`src/rtl/ext_mem_loader.sv`:
```
// ext_mem_loader: host byte-stream command engine driving the CPU's
// external IMEM/DMEM ports and run enable.
module ext_mem_loader #(
    parameter int RD_LAT = 1
) (
    input  logic        clk,
    input  logic        rst,
    input  logic [7:0]  s_data,
    input  logic        s_valid,
    output logic        s_ready,
    output logic [7:0]  m_data,
    output logic        m_valid,
    input  logic        m_ready,
    output logic [63:0] addr_ext,
    output logic        wen_ext,
    output logic        ren_ext,
    output logic [31:0] wdata_ext,
    input  logic [31:0] rdata_ext,
    output logic [63:0] addr_ext_2,
    output logic        wen_ext_2,
    output logic        ren_ext_2,
    output logic [63:0] wdata_ext_2,
    input  logic [63:0] rdata_ext_2,
    output logic        enable,
    output logic        busy,
    output logic        error
);

    typedef enum logic [2:0] {
        S_IDLE,
        S_HDR,
        S_WR_COLLECT,
        S_WR_ISSUE,
        S_RD_ISSUE,
        S_RD_WAIT,
        S_RD_SEND
    } state_t;

    state_t      state_q, state_d;
    logic [1:0]  hcnt_q, hcnt_d;
    logic [2:0]  bcnt_q, bcnt_d;
    logic [2:0]  wait_q, wait_d;
    logic [15:0] count_q, count_d;
    logic [15:0] idx_q, idx_d;
    logic        dmem_q, dmem_d;
    logic        rd_q, rd_d;
    logic [63:0] asm_q, asm_d;
    logic        s_ready_q, s_ready_d;
    logic        m_valid_q, m_valid_d;
    logic [7:0]  m_data_q, m_data_d;
    logic [63:0] addr_ext_q, addr_ext_d;
    logic        wen_ext_q, wen_ext_d;
    logic        ren_ext_q, ren_ext_d;
    logic [31:0] wdata_ext_q, wdata_ext_d;
    logic [63:0] addr_ext_2_q, addr_ext_2_d;
    logic        wen_ext_2_q, wen_ext_2_d;
    logic        ren_ext_2_q, ren_ext_2_d;
    logic [63:0] wdata_ext_2_q, wdata_ext_2_d;
    logic        enable_q, enable_d;
    logic        error_q, error_d;

    logic        accept;
    logic [2:0]  last_b;

    assign accept = s_valid && s_ready_q;
    assign last_b = dmem_q ? 3'd7 : 3'd3;

    // Command decode, header/payload collection, access sequencing and readback.
    always_comb begin
        state_d       = state_q;
        hcnt_d        = hcnt_q;
        bcnt_d        = bcnt_q;
        wait_d        = wait_q;
        count_d       = count_q;
        idx_d         = idx_q;
        dmem_d        = dmem_q;
        rd_d          = rd_q;
        asm_d         = asm_q;
        m_valid_d     = m_valid_q;
        m_data_d      = m_data_q;
        addr_ext_d    = addr_ext_q;
        wdata_ext_d   = wdata_ext_q;
        addr_ext_2_d  = addr_ext_2_q;
        wdata_ext_2_d = wdata_ext_2_q;
        wen_ext_d     = 1'b0;
        ren_ext_d     = 1'b0;
        wen_ext_2_d   = 1'b0;
        ren_ext_2_d   = 1'b0;
        enable_d      = enable_q;
        error_d       = error_q;
        s_ready_d     = 1'b0;

        unique case (state_q)
            S_IDLE: begin
                if (accept) begin
                    hcnt_d = 2'd0;
                    case (s_data)
                        8'h01: begin
                            dmem_d = 1'b0; rd_d = 1'b0;
                            enable_d = 1'b0; state_d = S_HDR;
                        end
                        8'h02: begin
                            dmem_d = 1'b1; rd_d = 1'b0;
                            enable_d = 1'b0; state_d = S_HDR;
                        end
                        8'h03: begin
                            dmem_d = 1'b1; rd_d = 1'b1;
                            enable_d = 1'b0; state_d = S_HDR;
                        end
                        8'h06: begin
                            dmem_d = 1'b0; rd_d = 1'b1;
                            enable_d = 1'b0; state_d = S_HDR;
                        end
                        8'h04:   enable_d = 1'b1;
                        8'h05:   enable_d = 1'b0;
                        default: error_d = 1'b1;
                    endcase
                end
            end
            S_HDR: begin
                if (accept) begin
                    hcnt_d = hcnt_q + 2'd1;
                    unique case (hcnt_q)
                        2'd0: count_d[7:0]  = s_data;
                        2'd1: count_d[15:8] = s_data;
                        2'd2: idx_d[7:0]    = s_data;
                        2'd3: begin
                            idx_d[15:8] = s_data;
                            bcnt_d = 3'd0;
                            asm_d  = 64'd0;
                            if (count_q == 16'd0)
                                state_d = S_IDLE;
                            else if (rd_q)
                                state_d = S_RD_ISSUE;
                            else
                                state_d = S_WR_COLLECT;
                        end
                    endcase
                end
            end
            S_WR_COLLECT: begin
                if (accept) begin
                    asm_d[{bcnt_q, 3'b000} +: 8] = s_data;
                    bcnt_d = bcnt_q + 3'd1;
                    if (bcnt_q == last_b) begin
                        bcnt_d  = 3'd0;
                        state_d = S_WR_ISSUE;
                    end
                end
            end
            S_WR_ISSUE: begin
                count_d = count_q - 16'd1;
                idx_d   = idx_q + 16'd1;
                asm_d   = 64'd0;
                state_d = (count_q == 16'd1) ? S_IDLE : S_WR_COLLECT;
            end
            S_RD_ISSUE: begin
                wait_d  = 3'd0;
                state_d = S_RD_WAIT;
            end
            S_RD_WAIT: begin
                if (wait_q == 3'(RD_LAT - 1)) begin
                    asm_d     = dmem_q ? rdata_ext_2 : {32'd0, rdata_ext};
                    m_data_d  = asm_d[7:0];
                    m_valid_d = 1'b1;
                    bcnt_d    = 3'd0;
                    state_d   = S_RD_SEND;
                end else begin
                    wait_d = wait_q + 3'd1;
                end
            end
            S_RD_SEND: begin
                if (m_valid_q && m_ready) begin
                    if (bcnt_q == last_b) begin
                        m_valid_d = 1'b0;
                        count_d   = count_q - 16'd1;
                        idx_d     = idx_q + 16'd1;
                        state_d   = (count_q == 16'd1) ? S_IDLE : S_RD_ISSUE;
                    end else begin
                        bcnt_d   = bcnt_q + 3'd1;
                        m_data_d = asm_q[15:8];
                        asm_d    = {8'd0, asm_q[63:8]};
                    end
                end
            end
            default: state_d = S_IDLE;
        endcase

        s_ready_d = (state_d == S_IDLE) || (state_d == S_HDR) ||
                    (state_d == S_WR_COLLECT);

        if (state_d == S_WR_ISSUE) begin
            if (dmem_d) begin
                wen_ext_2_d   = 1'b1;
                addr_ext_2_d  = {45'd0, idx_d, 3'b000};
                wdata_ext_2_d = asm_d;
            end else begin
                wen_ext_d   = 1'b1;
                addr_ext_d  = {46'd0, idx_d, 2'b00};
                wdata_ext_d = asm_d[31:0];
            end
        end

        if (state_d == S_RD_ISSUE) begin
            if (dmem_d) begin
                ren_ext_2_d  = 1'b1;
                addr_ext_2_d = {45'd0, idx_d, 3'b000};
            end else begin
                ren_ext_d  = 1'b1;
                addr_ext_d = {46'd0, idx_d, 2'b00};
            end
        end
    end

    // State and registered outputs; synchronous reset aborts any transfer.
    always_ff @(posedge clk) begin
        if (rst) begin
            state_q       <= S_IDLE;
            hcnt_q        <= 2'd0;
            bcnt_q        <= 3'd0;
            wait_q        <= 3'd0;
            count_q       <= 16'd0;
            idx_q         <= 16'd0;
            dmem_q        <= 1'b0;
            rd_q          <= 1'b0;
            asm_q         <= 64'd0;
            s_ready_q     <= 1'b0;
            m_valid_q     <= 1'b0;
            m_data_q      <= 8'd0;
            addr_ext_q    <= 64'd0;
            wen_ext_q     <= 1'b0;
            ren_ext_q     <= 1'b0;
            wdata_ext_q   <= 32'd0;
            addr_ext_2_q  <= 64'd0;
            wen_ext_2_q   <= 1'b0;
            ren_ext_2_q   <= 1'b0;
            wdata_ext_2_q <= 64'd0;
            enable_q      <= 1'b0;
            error_q       <= 1'b0;
        end else begin
            state_q       <= state_d;
            hcnt_q        <= hcnt_d;
            bcnt_q        <= bcnt_d;
            wait_q        <= wait_d;
            count_q       <= count_d;
            idx_q         <= idx_d;
            dmem_q        <= dmem_d;
            rd_q          <= rd_d;
            asm_q         <= asm_d;
            s_ready_q     <= s_ready_d;
            m_valid_q     <= m_valid_d;
            m_data_q      <= m_data_d;
            addr_ext_q    <= addr_ext_d;
            wen_ext_q     <= wen_ext_d;
            ren_ext_q     <= ren_ext_d;
            wdata_ext_q   <= wdata_ext_d;
            addr_ext_2_q  <= addr_ext_2_d;
            wen_ext_2_q   <= wen_ext_2_d;
            ren_ext_2_q   <= ren_ext_2_d;
            wdata_ext_2_q <= wdata_ext_2_d;
            enable_q      <= enable_d;
            error_q       <= error_d;
        end
    end

    assign s_ready     = s_ready_q;
    assign m_valid     = m_valid_q;
    assign m_data      = m_data_q;
    assign addr_ext    = addr_ext_q;
    assign wen_ext     = wen_ext_q;
    assign ren_ext     = ren_ext_q;
    assign wdata_ext   = wdata_ext_q;
    assign addr_ext_2  = addr_ext_2_q;
    assign wen_ext_2   = wen_ext_2_q;
    assign ren_ext_2   = ren_ext_2_q;
    assign wdata_ext_2 = wdata_ext_2_q;
    assign enable      = enable_q;
    assign error       = error_q;
    assign busy        = (state_q != S_IDLE);

endmodule

```
`config.mk`:
```
export PLATFORM = sky130hd
export DESIGN_NAME = ext_mem_loader
export DESIGN_NICKNAME = d
export VERILOG_FILES = /design/src/rtl/ext_mem_loader.sv
export SDC_FILE = /design/constraint.sdc
export NUM_CORES = 1
export LEC_CHECK = 0
export CORE_MARGIN = 2
export CORE_UTILIZATION = 50
export DETAILED_ROUTE_END_ITERATION = 6
export GPL_ROUTABILITY_DRIVEN = 0
export PLACE_DENSITY = 0.8
export RECOVER_POWER = 100
export SLEW_MARGIN = 10
export SYNTH_ARGS = -nofsm -noshare
export SYNTH_HDL_FRONTEND = slang
export SYNTH_SLANG_ARGS = --single-unit
```
`constraint.sdc`:
```
create_clock -name clk -period 3.1 [get_ports clk]
set_clock_uncertainty 0.1 [all_clocks]
set_input_delay 0.62 -clock clk [delete_from_list [all_inputs] [get_ports clk]]
set_output_delay 0.62 -clock clk [all_outputs]
set_load 0.03 [all_outputs]
```
; ---- Yosys cells after proc, flatten, opt, wreduce, memory -nomap -nowiden
; Cells that the tools add are included.
; Widths: inputs -> output; s select.
[classes]
n_reduce_logical = 38
mul = 0
muxes = 72
bitwise_logic = 4
n_div = 0
shifts = 2
n_eq_ne = 32
n_lt_le_gt_ge = 0
n_addsub = 6
[ops]
columns = cell, count
row1 = $mux 64, 15
row2 = $pmux 64 s5, 1
row3 = $mux 16, 6
row4 = $pmux 16 s3, 2
row5 = $bwmux 64, 1
row6 = $shift 8x8->64 const A, 1
row7 = $shiftx 8x8->64, 1
row8 = $mux 3, 21
row9 = $mux 8, 7
row10 = $eq 8x3->1 const B, 3
row11 = $pmux 3 s7, 1
row12 = $ne 2x2->1 const B, 9
row13 = $add 16x1->16 const B, 1
row14 = $eq 16x1->1 const B, 1
row15 = $eq 8x2->1 const B, 2
row16 = $logic_not 16->1, 1
row17 = $pmux 8 s2, 1
row18 = $sub 16x1->16 const B, 1
row19 = $eq 3x2->1 const B, 4
row20 = $eq 3x3->1 const B, 4
row21 = $pmux 3 s4, 1
row22 = $reduce_and 3->1, 4
row23 = $reduce_or 2->1, 6
row24 = $reduce_and 5->1, 2
row25 = 28 further kinds, 58
[word_totals]
mem_bits_ro = 0
regBits = 349
out_inout_bits = 241
ram_bits = 0
inputBits = 108
latch_bits = 0
elab_cells = 177
n_memories = 0

; ---- Depth between registers and ports, before layout
; Gate-level depths: netlist of the first run.
[depth]
ltp_word = 9
mapped_depth = 11
mapped_depth_nobuf = 9

; ---- Least setup slack after synthesis of the first run
; Ideal clock, no wire load.
[synth_path]
path_type = in2reg
from = input s_valid
to = register (tool-made name)
path_slack_ns = 0.447
path_buffers = 3
required_time_ns = 2.879
arrival_time_ns = 2.433
cell_stages = 8
setup_ns = 0.121
path_cell_list = and2_0 -> buf_2 -> and4_1 -> buf_2 -> a311oi_2 -> a31o_2 -> buf_4 -> mux2_2
[synth_rtl]
columns = item, line_no
row1 = from (decl), 9  ; input logic s_valid,

; ---- Worst setup path after layout of the first run
[layout_path]
from = input s_data[6]
to = register wdata_ext_2_q[16] (netlist: wdata_ext_2[16])
[layout_between]
elab_chain_len = 7
word_cells_on_any_way = 19
classes_between = eq/ne (5) / shift (1) / mux (9) / reduce/logical (4)
[layout_rtl]
columns = item, line_no
row1 = from (decl), 8  ; input logic [7:0] s_data,
row2 = "$eq 8x3->1, or another cell as far along", 97  ; case (s_data)
row3 = $reduce_or 4->1 (no line), n/a
row4 = $mux 3, 97
row5 = $mux 3, 95  ; if (accept) begin
row6 = $pmux 3 s7, 93  ; unique case (state_q)
row7 = $eq 3x2->1, 192  ; if (state_d == S_WR_ISSUE) begin
row8 = $reduce_and 2->1 (no line), n/a
row9 = to (signal assigned), 260  ; wdata_ext_2_q <= wdata_ext_2_d;
row10 = to (decl), 58  ; logic [63:0] wdata_ext_2_q, wdata_ext_2_d;
; Several ways; a longest one is shown, not always the timed one.
; A chain may end at the register's enable or synchronous reset.

==> impl_results.md, run 1 <==
* Status: finished, violations left
* Failing checks: design-rule violations
* Seq/Total Area, Yosys at 0.494
* Most used cell, CP: clkbuf_1
* Vias at 13111
* Hold path depth at 1
* Core Util, Final at 0.699
* Clk slew on worst S/H paths at 60 ps
* Pwr dens at 479 nW/um^2
* Worst EP required at 3410 ps
* Routed Wire Length at 44200 um
* Syn Std Cell Area at 14100 um^2
* Vias per cell at 5.75
* Arr. time, crit path at 3340 ps
* Max cap viols at 0
* Worst Setup Start Kind: input port
* Min cycle time layout at 3030 ps
* CTS Buffer Depth at 3
* CP cell instances: clkdlybuf4s50_1 > nor4_2 > clkbuf_1 > and4_1 > a311oi_4 > clkbuf_1 > nor2_4 > buf_4 > buf_6 > nor2_1 > a211oi_1
* GR Overflow Total at 0
* Wire per inst at 19.4 um
* Number of synthesized register bits at 349
* Synthesized Nets at 1637
* Drc violations at 13
* Clock buffer count from CTS at 36
* Post-synth EDFFs at 0
* Max transition margin at 0.527
* Slew Viols, Final at 0
* Worst Path Max Fanout at 45
* Worst r2r src: state_q[0]
* Fin crit share at 0.978
* Final ANT Viol Nets at 0
* Unrepaired setup endpoints after global routing: false
* Lkg Pwr at 0.00784 uW
* Gr usage total at 0.287
* Ys flop type: dfxtp_1
* CTS H-tree depth at 2
* Critical path's top delay family: buffers and inverters
* CP bufs+invs at 5
* Die width at 172 um
* Antenna violations before repair at 0
* # rows at 61
* Reg2reg path depth at 7
* Core Area at 27800 um^2
* Critical path class: input port to flip-flop
* Slew @ Worst Pin at 701 ps
* Die Y at 172 um
* Final Non-Filler Cells at 2281
* Worst vdd ir at 0.351 mV
* Yosys cell types at 75
* Vias in the first global route at 12618
* Max frequency at 0.330 GHz
* Die area at 29600 um^2
* Finish-stage setup viols at 0
* Fin. Hold Viols at 0
* Post-DP HPWL at 31600 um
* Synth Warn # at 0
* Placed instance count at 2218
* DR pass1 iterations at 7
* Starting Density at 0.509
* CTS tree: done
* CTS Hold Bufs at 0
* First-pass GRT wire length at 67400 um
* Max incr delay on CP at 440 ps
* Layout cells sized above 1 at 0.0867
* Starting DRT DRC Count at 1158
* Synthesized instance count at 1513
* Syn_area_per_cell at 9.34 um^2
* Hold Path Class: flip-flop to flip-flop
* Synth-to-Final Area Change at 37.4%
* CTS root buf: clkbuf_16
* Crit. End Element: flip-flop
* Ys async rst share at 0
* I/O pin cnt at 349
* Final worst setup slack at 69.2 ps
* Dpl ws at -388 ps
* Port Buffer Count at 348
* Clk_lat worst skew at 510 ps
* # clock sinks at 349
* FILL cells at 2167
* Pin count of the biggest net entering global routing at 106
* Antenna cells at 0
* Critical-path top delay cell: nor4_2
* Fin nets at 2002
* Worst reg-to-reg setup slack at 240 ps
where the power goes:
part / internal [uW] / switching, uW
logic: 210 / 266
registers: 4490 / 7.24
clock network: 2590 / 1740
placed cells by master, fill, tap and decap left out, types with 25 or more instances in the layout:
cell and n:
dfxtp_1 348, dlygate4sd3_1 241, nor2_1 222, clkdlybuf4s50_1 106
a211oi_1 100, and2_1 77, nand2_1 73, o21ai_0 62
mux2i_1 59, buf_4 53, a21oi_1 46, inv_1 40
clkbuf_16 36, nand2b_1 32, a222oi_1 31, clkbuf_1 31
a221oi_1 28, and2_0 25, a21boi_0 25
timing repair:
action / CTS / global route
resized for setup: 0 / 4
setup buffers: 0 / 0
setup endpoints to repair: 0 / 25
worst max path at each step:
stage,start,to,slack (ps),cells past startpoint
6_report,s_data[6],wdata_ext_2[16],70,11
5_1_grt,s_data[6],wdata_ext[5],10,10
4_1_cts,bcnt_q[1],wdata_ext_2[38],80,9
3_5_place_dp,s_data[5],flip-flop,-390,9
3_3_place_gp,s_data[6],flip-flop,-360,10
2_1_floorplan,s_valid,flip-flop,450,8
cell type report:
class,count,area (um^2),area share
timing repair buffer,435,4130,0.213
tap,378,473,0.0244
clock inverter,10,144,0.00741
inverter,40,150,0.00773
multi-input combinational,1016,6490,0.334
clock buffer,53,1040,0.0538
sequential,349,6990,0.360
layer usage:
metal	up-vias	track usage	wire [um]
li1	6151	-	-
met1	6195	0.337	17200
met2	609	0.508	21400
met3	156	0.0508	3380
met4	0	0.134	2260
met5	-	0	0
Yosys cell counts (all sizes together) (12+ instances only):
cell	instances	area, um^2
nor3	16	85.1
nand2b	32	200
inv	40	150
dfxtp	349	6990
a222oi	31	310
o21ai	64	320
a21oi	46	230
and2	103	644
nand3	17	85.1
nor2	228	871
a21boi	25	188
nand2	73	274
a31oi	12	105
nor2b	13	81.3
clkbuf	65	245
buf	43	300
ha	16	200
a221oi	29	254
a211oi	102	771
mux2i	59	591
per-stage QoR:
stage	TNS [ps]	cell area, um^2	total power (uW)	hold slack [ps]
finish	0	19400	9300	349
global route	0	19400	9570	366
CTS	0	19500	9360	361
detailed placement	-63370	18300	5070	343
global placement	-68240	18300	5070	342
floorplan	0	14100	4800	351
kinds of logic (layout without fill, tap and decap cells):
family / Yosys count / in the layout / synth area share
buffers and inverters: 148 / 538 / 0.0492
and+or+nand+nor: 545 / 545 / 0.191
xor gates and xnor gates: 4 / 4 / 0.00248
AOI/OAI and AO/OA: 385 / 385 / 0.201
muxes: 66 / 66 / 0.0473
DFF: 349 / 349 / 0.494
adders and majority gates: 16 / 16 / 0.0142
Power figures use the tool's default switching activity.
==> inputs of run 2 (changes only) <==
Settings changed: PLACE_DENSITY 0.8 to 0.81, TNS_END_PERCENT set to 30.
==> run 2 against run 1 <==
The run still ends with design-rule violations left. Fmax up 3.6%. Sequential power about the same. Global-route usage down 0.25 points. Register-to-register slack worse by 40 ps. Non-clock buffer count down 1. Critical path depth down 3. Via count down 1.1%.
==> impl_results.md, run 2 (synthesized netlist as in run 1, its figures left out) <==
* Internal power at 7350 uW (+0.76%)
* Pin count of the biggest net entering global routing at 103 (-2.8%)
* FILL cells at 2141 (-1.2%)
* # rows at 61 (unchanged)
* CTS Buffer Depth at 3 (unchanged)
* # clock sinks at 349 (unchanged)
* CTS root buf: clkbuf_16
* Gr usage total at 0.284 (-0.00250)
* Hold Path Class: flip-flop to flip-flop
* CTS Hold Bufs at 0 (unchanged)
* Starting DRT DRC Count at 1247 (+7.7%)
* Vias per cell at 5.68 (-1.1%)
* Fin crit share at 0.944 (-0.0342)
* Slew @ Worst Pin at 668 ps (-33.0 ps)
* Post-DP HPWL at 31400 um (-0.72%)
* Status: finished, violations left
* Starting Density at 0.509 (unchanged)
* DR pass1 iterations at 7 (unchanged)
* CTS H-tree depth at 2 (unchanged)
* Clock buffer count from CTS at 36 (unchanged)
* Vias in the first global route at 12365 (-2.0%)
* Routed Wire Length at 44000 um (-0.50%)
* GR Overflow Total at 0 (unchanged)
* Comb pwr share at 0.051 (about the same)
* Max cap viols at 0 (unchanged)
* Vias at 12972 (-1.1%)
* Hold slack final at 351 ps (+1.63 ps)
* Antenna cells at 0 (unchanged)
* Max incr delay on CP at 460 ps (+20 ps)
* Wire per inst at 19.3 um (-0.54%)
* Post-CTS sizing at 0 (unchanged)
* Port Buffer Count at 348 (unchanged)
* Critical path class: input port to flip-flop
* P_sw at 2050 uW (+1.9%)
* Core Area at 27800 um^2 (unchanged)
* Pwr dens at 482 nW/um^2 (+0.67%)
* Worst Setup Start Kind: input port
* Antenna violations before repair at 0 (unchanged)
* Crit. End Element: flip-flop
* Placed instance count at 2217 (-0.045%)
* I/O pin cnt at 349 (unchanged)
* Layout cells sized above 1 at 0.0877 (+0.00100)
* Final Non-Filler Cells at 2282 (+0.044%)
* Worst vdd ir at 0.345 mV (-1.7%)
* Die area at 29600 um^2 (unchanged)
* Fin nets at 2001 (-0.050%)
* Min cycle time layout at 2920 ps (-106 ps)
* Met3 usage in global routing at 0.0485 (-0.00229)
* Failing checks: design-rule violations
* Clk_lat worst skew at 510 ps (about the same)
* Worst EP required at 3400 ps (about the same)
* First-pass GRT wire length at 66700 um (-1.0%)
* Commonest cells after routing, fill and taps aside: dfxtp_1 (348), dlygate4sd3_1 (241), nor2_1 (223)
* CTS tree: done
* Max frequency at 0.342 GHz (+3.6%)
* M2 GR Usage at 0.498 (-0.0108)
* Slew Viols, Final at 0 (unchanged)
* Worst Path Max Fanout at 5 (-89%)
* Most common cell after layout, fill and taps aside: dfxtp_1
* Fin. Hold Viols at 0 (unchanged)
* Clk slew on worst S/H paths at 60 ps (about the same)
* Arr. time, crit path at 3230 ps (-110 ps)
* Post-CTS Setup Inserts at 0 (unchanged)
* Lkg Pwr at 0.00786 uW (+0.36%)
* Finish-stage setup viols at 0 (unchanged)
* Drc violations at 16 (+3)
* Unrepaired setup endpoints after global routing: false
* Share of power burned in registers at 0.478 (-0.005)
* Critical-path top delay cell: clkdlybuf4s50_1
* Synth-to-Final Area Change at 37.8%
* Dpl ws at -372 ps (+15.5 ps)
* Most Crowded Layer GR: met2
* Max transition margin at 0.555 (+0.0279)
* Die Y at 172 um (unchanged)
* Final ANT Viol Nets at 0 (unchanged)
* Die width at 172 um (unchanged)
* Met1 Resource Use GR at 0.345 (+0.00778)
* CP cell instances: clkdlybuf4s50_1 > nor4_4 > buf_4 > a41oi_1 > a311oi_4 > and2_2 > a31o_1 > mux2_2
* Final worst setup slack at 175 ps (+106 ps)
* Clock share of power at 0.471 (+0.006)
* Switch share at 0.218 (+0.00192)
-- run 2: cell count changes in the layout (fill, tap and decap cells not counted), sizes merged --
cell | previous run | this run
clkbuf | 80 | 72
bufinv | 3 | 4
clkinvlp | 0 | 1
clkinv | 5 | 12
-- run 2: path summary, 6_finish.rpt --
path                    from      endpoint  slack, ps  cells past startpoint
setup / recovery   s_data[6]     flip-flop        180                      8
hold / removal     flip-flop     flip-flop        350                      1
setup reg to reg  state_q[1]  wdata_ext[3]        200                      8
hold reg to reg    flip-flop     flip-flop        350                      1
-- run 2: layer usage --
metal,part of all wire,wire length (um)
met1,0.39,17100
met2,0.49,21400
met3,0.081,3560
met4,0.044,1940
met5,0,0
-- run 2: final cells by class --
type	count	area, um^2	area share
sequential	349	6990	0.359
multi-input combinational	1016	6480	0.333
timing repair buffer	434	4170	0.214
clock buffer	46	1010	0.0518
tap	378	473	0.0243
clock inverter	19	216	0.0111
inverter	40	150	0.00771
-- run 2: per-stage QoR --
step                      power (uW)  utilization  setup TNS (ps)  cell area, um^2
after floorplan                 4800            -               0            14100
after global placement          5070        0.662          -67800            18400
after detailed placement        5070        0.662          -69850            18400
after CTS                       9470        0.706               0            19600
after global routing            9680        0.701               0            19500
final                           9400        0.701               0            19500
-- run 2: worst max-delay path: cells and delay by family --
kind | cells | cell delay, ps
AND/OR/NAND/NOR | 2 | 670
multiplexers | 1 | 370
buffers and inverters | 2 | 650
AO/OA/AOI/OAI | 3 | 910
-- run 2: power by group through the flow --
stage,clock network (uW),registers [uW],logic [uW]
2_1_floorplan,0,4600,199
3_3_place_gp,0,4600,472
3_5_place_dp,0,4600,474
4_1_cts,4500,4500,477
5_1_grt,4680,4490,504
6_report,4430,4500,476
==> inputs of run 3 (changes only) <==
Settings changed: CTS_CLUSTER_DIAMETER set to 30.
==> run 3 against run 2 <==
The run still ends with design-rule violations left. Sequential share of layout area shrank 1.9 points. Non-clock buffer count stayed put. Fmax is 2.8% lower. Sequential cell count is the same. Combinational power is 2% higher. Hold slack lost 2.6 ps. First-iteration DRC count is 1.3% higher. Register-to-register slack lost 60 ps. Clock power increased by 57%. Highest routed layer unchanged.
==> impl_results.md, run 3 (synthesized netlist as in run 1, its figures left out) <==
* Final ANT Viol Nets at 0 (unchanged)
* Critical-path top delay cell: nor4_2
* CP bufs+invs at 5 (+3)
* Final Non-Filler Cells at 2329 (+2.1%)
* Wire per inst at 19.5 um (+1.2%)
* Crit. End Element: flip-flop
* Drc violations at 31 (+15)
* Vias per cell at 5.72 (+0.58%)
* Gr usage total at 0.292 (+0.00795)
* Critical path's top delay family: buffers and inverters
* Worst EP required at 3480 ps (+80 ps)
* Pin count of the biggest net entering global routing at 103 (unchanged)
* Status: finished, violations left
* CTS tree: done
* Worst Path Max Fanout at 35 (+30)
* Critical path class: input port to flip-flop
* Core Area at 27800 um^2 (unchanged)
* Max frequency at 0.332 GHz (-2.8%)
* Worst Setup Start Kind: input port
* Fin crit share at 0.971 (+0.0274)
* Post-CTS Setup Inserts at 0 (unchanged)
* Placed instance count at 2217 (unchanged)
* I/O pin cnt at 349 (unchanged)
* CTS Buffer Depth at 3 (unchanged)
* Vias in the first global route at 12786 (+3.4%)
* Routed Wire Length at 45400 um (+3.3%)
* Lkg Pwr at 0.00840 uW (+6.8%)
* Max cap viols at 0 (unchanged)
* Port Buffer Count at 348 (unchanged)
* Arr. time, crit path at 3390 ps (+160 ps)
* First-pass GRT wire length at 68500 um (+2.7%)
* Most used cell, CP: buf_4
* Power consumption at 11900 uW (+27%)
* Hold Path Class: flip-flop to flip-flop
* Die Y at 172 um (unchanged)
* Starting DRT DRC Count at 1263 (+1.3%)
* Pwr dens at 581 nW/um^2 (+20%)
* Worst vdd ir at 0.491 mV (+42%)
* # rows at 61 (unchanged)
* Die area at 29600 um^2 (unchanged)
* CTS H-tree depth at 2 (unchanged)
* Clk_lat worst skew at 580 ps (+70 ps)
* CP cell instances: clkdlybuf4s50_1 > nor4_2 > buf_4 > and4_1 > a311oi_4 > buf_4 > nor2_4 > buf_4 > buf_12 > nor2_1 > a211oi_1
* CTS Hold Bufs at 0 (unchanged)
* Post-DP HPWL at 31400 um (unchanged)
* Die width at 172 um (unchanged)
* Starting Density at 0.509 (unchanged)
* DR pass1 iterations at 7 (unchanged)
* Layout cells sized above 1 at 0.120 (+0.0322)
* Fin nets at 2025 (+1.2%)
* Failing checks: design-rule violations
* # clock sinks at 349 (unchanged)
* GR Overflow Total at 0 (unchanged)
* Min cycle time layout at 3010 ps (+84.8 ps)
* Fin. Hold Viols at 0 (unchanged)
* Antenna violations before repair at 0 (unchanged)
* Most common cell after layout, fill and taps aside: dfxtp_1
* Finish-stage setup viols at 0 (unchanged)
* Max transition margin at 0.486 (-0.0683)
* Clk slew on worst S/H paths at 60 ps (about the same)
* Antenna cells at 0 (unchanged)
* CTS root buf: clkbuf_16
* Slew Viols, Final at 0 (unchanged)
* Max incr delay on CP at 510 ps (+50 ps)
* Slew @ Worst Pin at 771 ps (+102 ps)
* Synth-to-Final Area Change at 45.3%
* Vias at 13316 (+2.7%)
* Clock buffer count from CTS at 60 (+67%)
* Commonest cells after routing, fill and taps aside: dfxtp_1 (348), dlygate4sd3_1 (241), nor2_1 (223)
-- run 3: per-layer routing --
layer	GRT usage	vias to the layer above	share of wire
met2	0.500	679	0.48
met3	0.0520	165	0.084
met4	0.159	0	0.053
met1	0.349	6234	0.38
met5	0	-	0
li1	-	6238	-
-- run 3: stage by stage --
step	utilization	setup slack, ps	hold slack, ps	cell area (um^2)	TNS, ps
finish	0.740	90.2	348	20500	0
detailed placement	0.662	-372	344	18400	-69850
global placement	0.662	-342	342	18400	-67800
floorplan	-	447	351	14100	0
global route	0.740	-70.8	363	20500	-189
CTS	0.740	75.7	358	20600	0
-- run 3: layout make-up --
| class | count | area [um^2] |
|---|---|---|
| clock inverters | 39 | 556 |
| fillers | 1975 | 7230 |
| clock buffers | 73 | 1620 |
| well taps | 378 | 473 |
| repair buffers | 434 | 4260 |
| multi-input cells | 1016 | 6500 |
| flip-flops and latches | 349 | 6990 |
| inverters | 40 | 150 |
-- run 3: worst paths after layout --
| kind | from | to | slack (ps) | cells after the start |
|---|---|---|---|---|
| min | flip-flop | flip-flop | 350 | 1 |
| max | s_data[6] | wdata_ext_2[12] | 90 | 11 |
| max reg2reg | bcnt_q[1] | wdata_ext_2[44] | 140 | 9 |
| min reg2reg | flip-flop | flip-flop | 350 | 1 |
-- run 3: power breakdown --
group / switching (uW) / total (uW) / internal [uW] / leakage (uW)
Sequential: 6.99 / 4510 / 4500 / 0.00281
Combinational: 269 / 485 / 215 / 0.00453
Clock: 2350 / 6950 / 4600 / 0.00106
Total: 2630 / 11900 / 9310 / 0.00840
-- run 3: repair_timing --
item	in CTS	in global routing
endpoints found under the hold margin	0	0
resized for setup	0	3
setup endpoints to repair	0	30
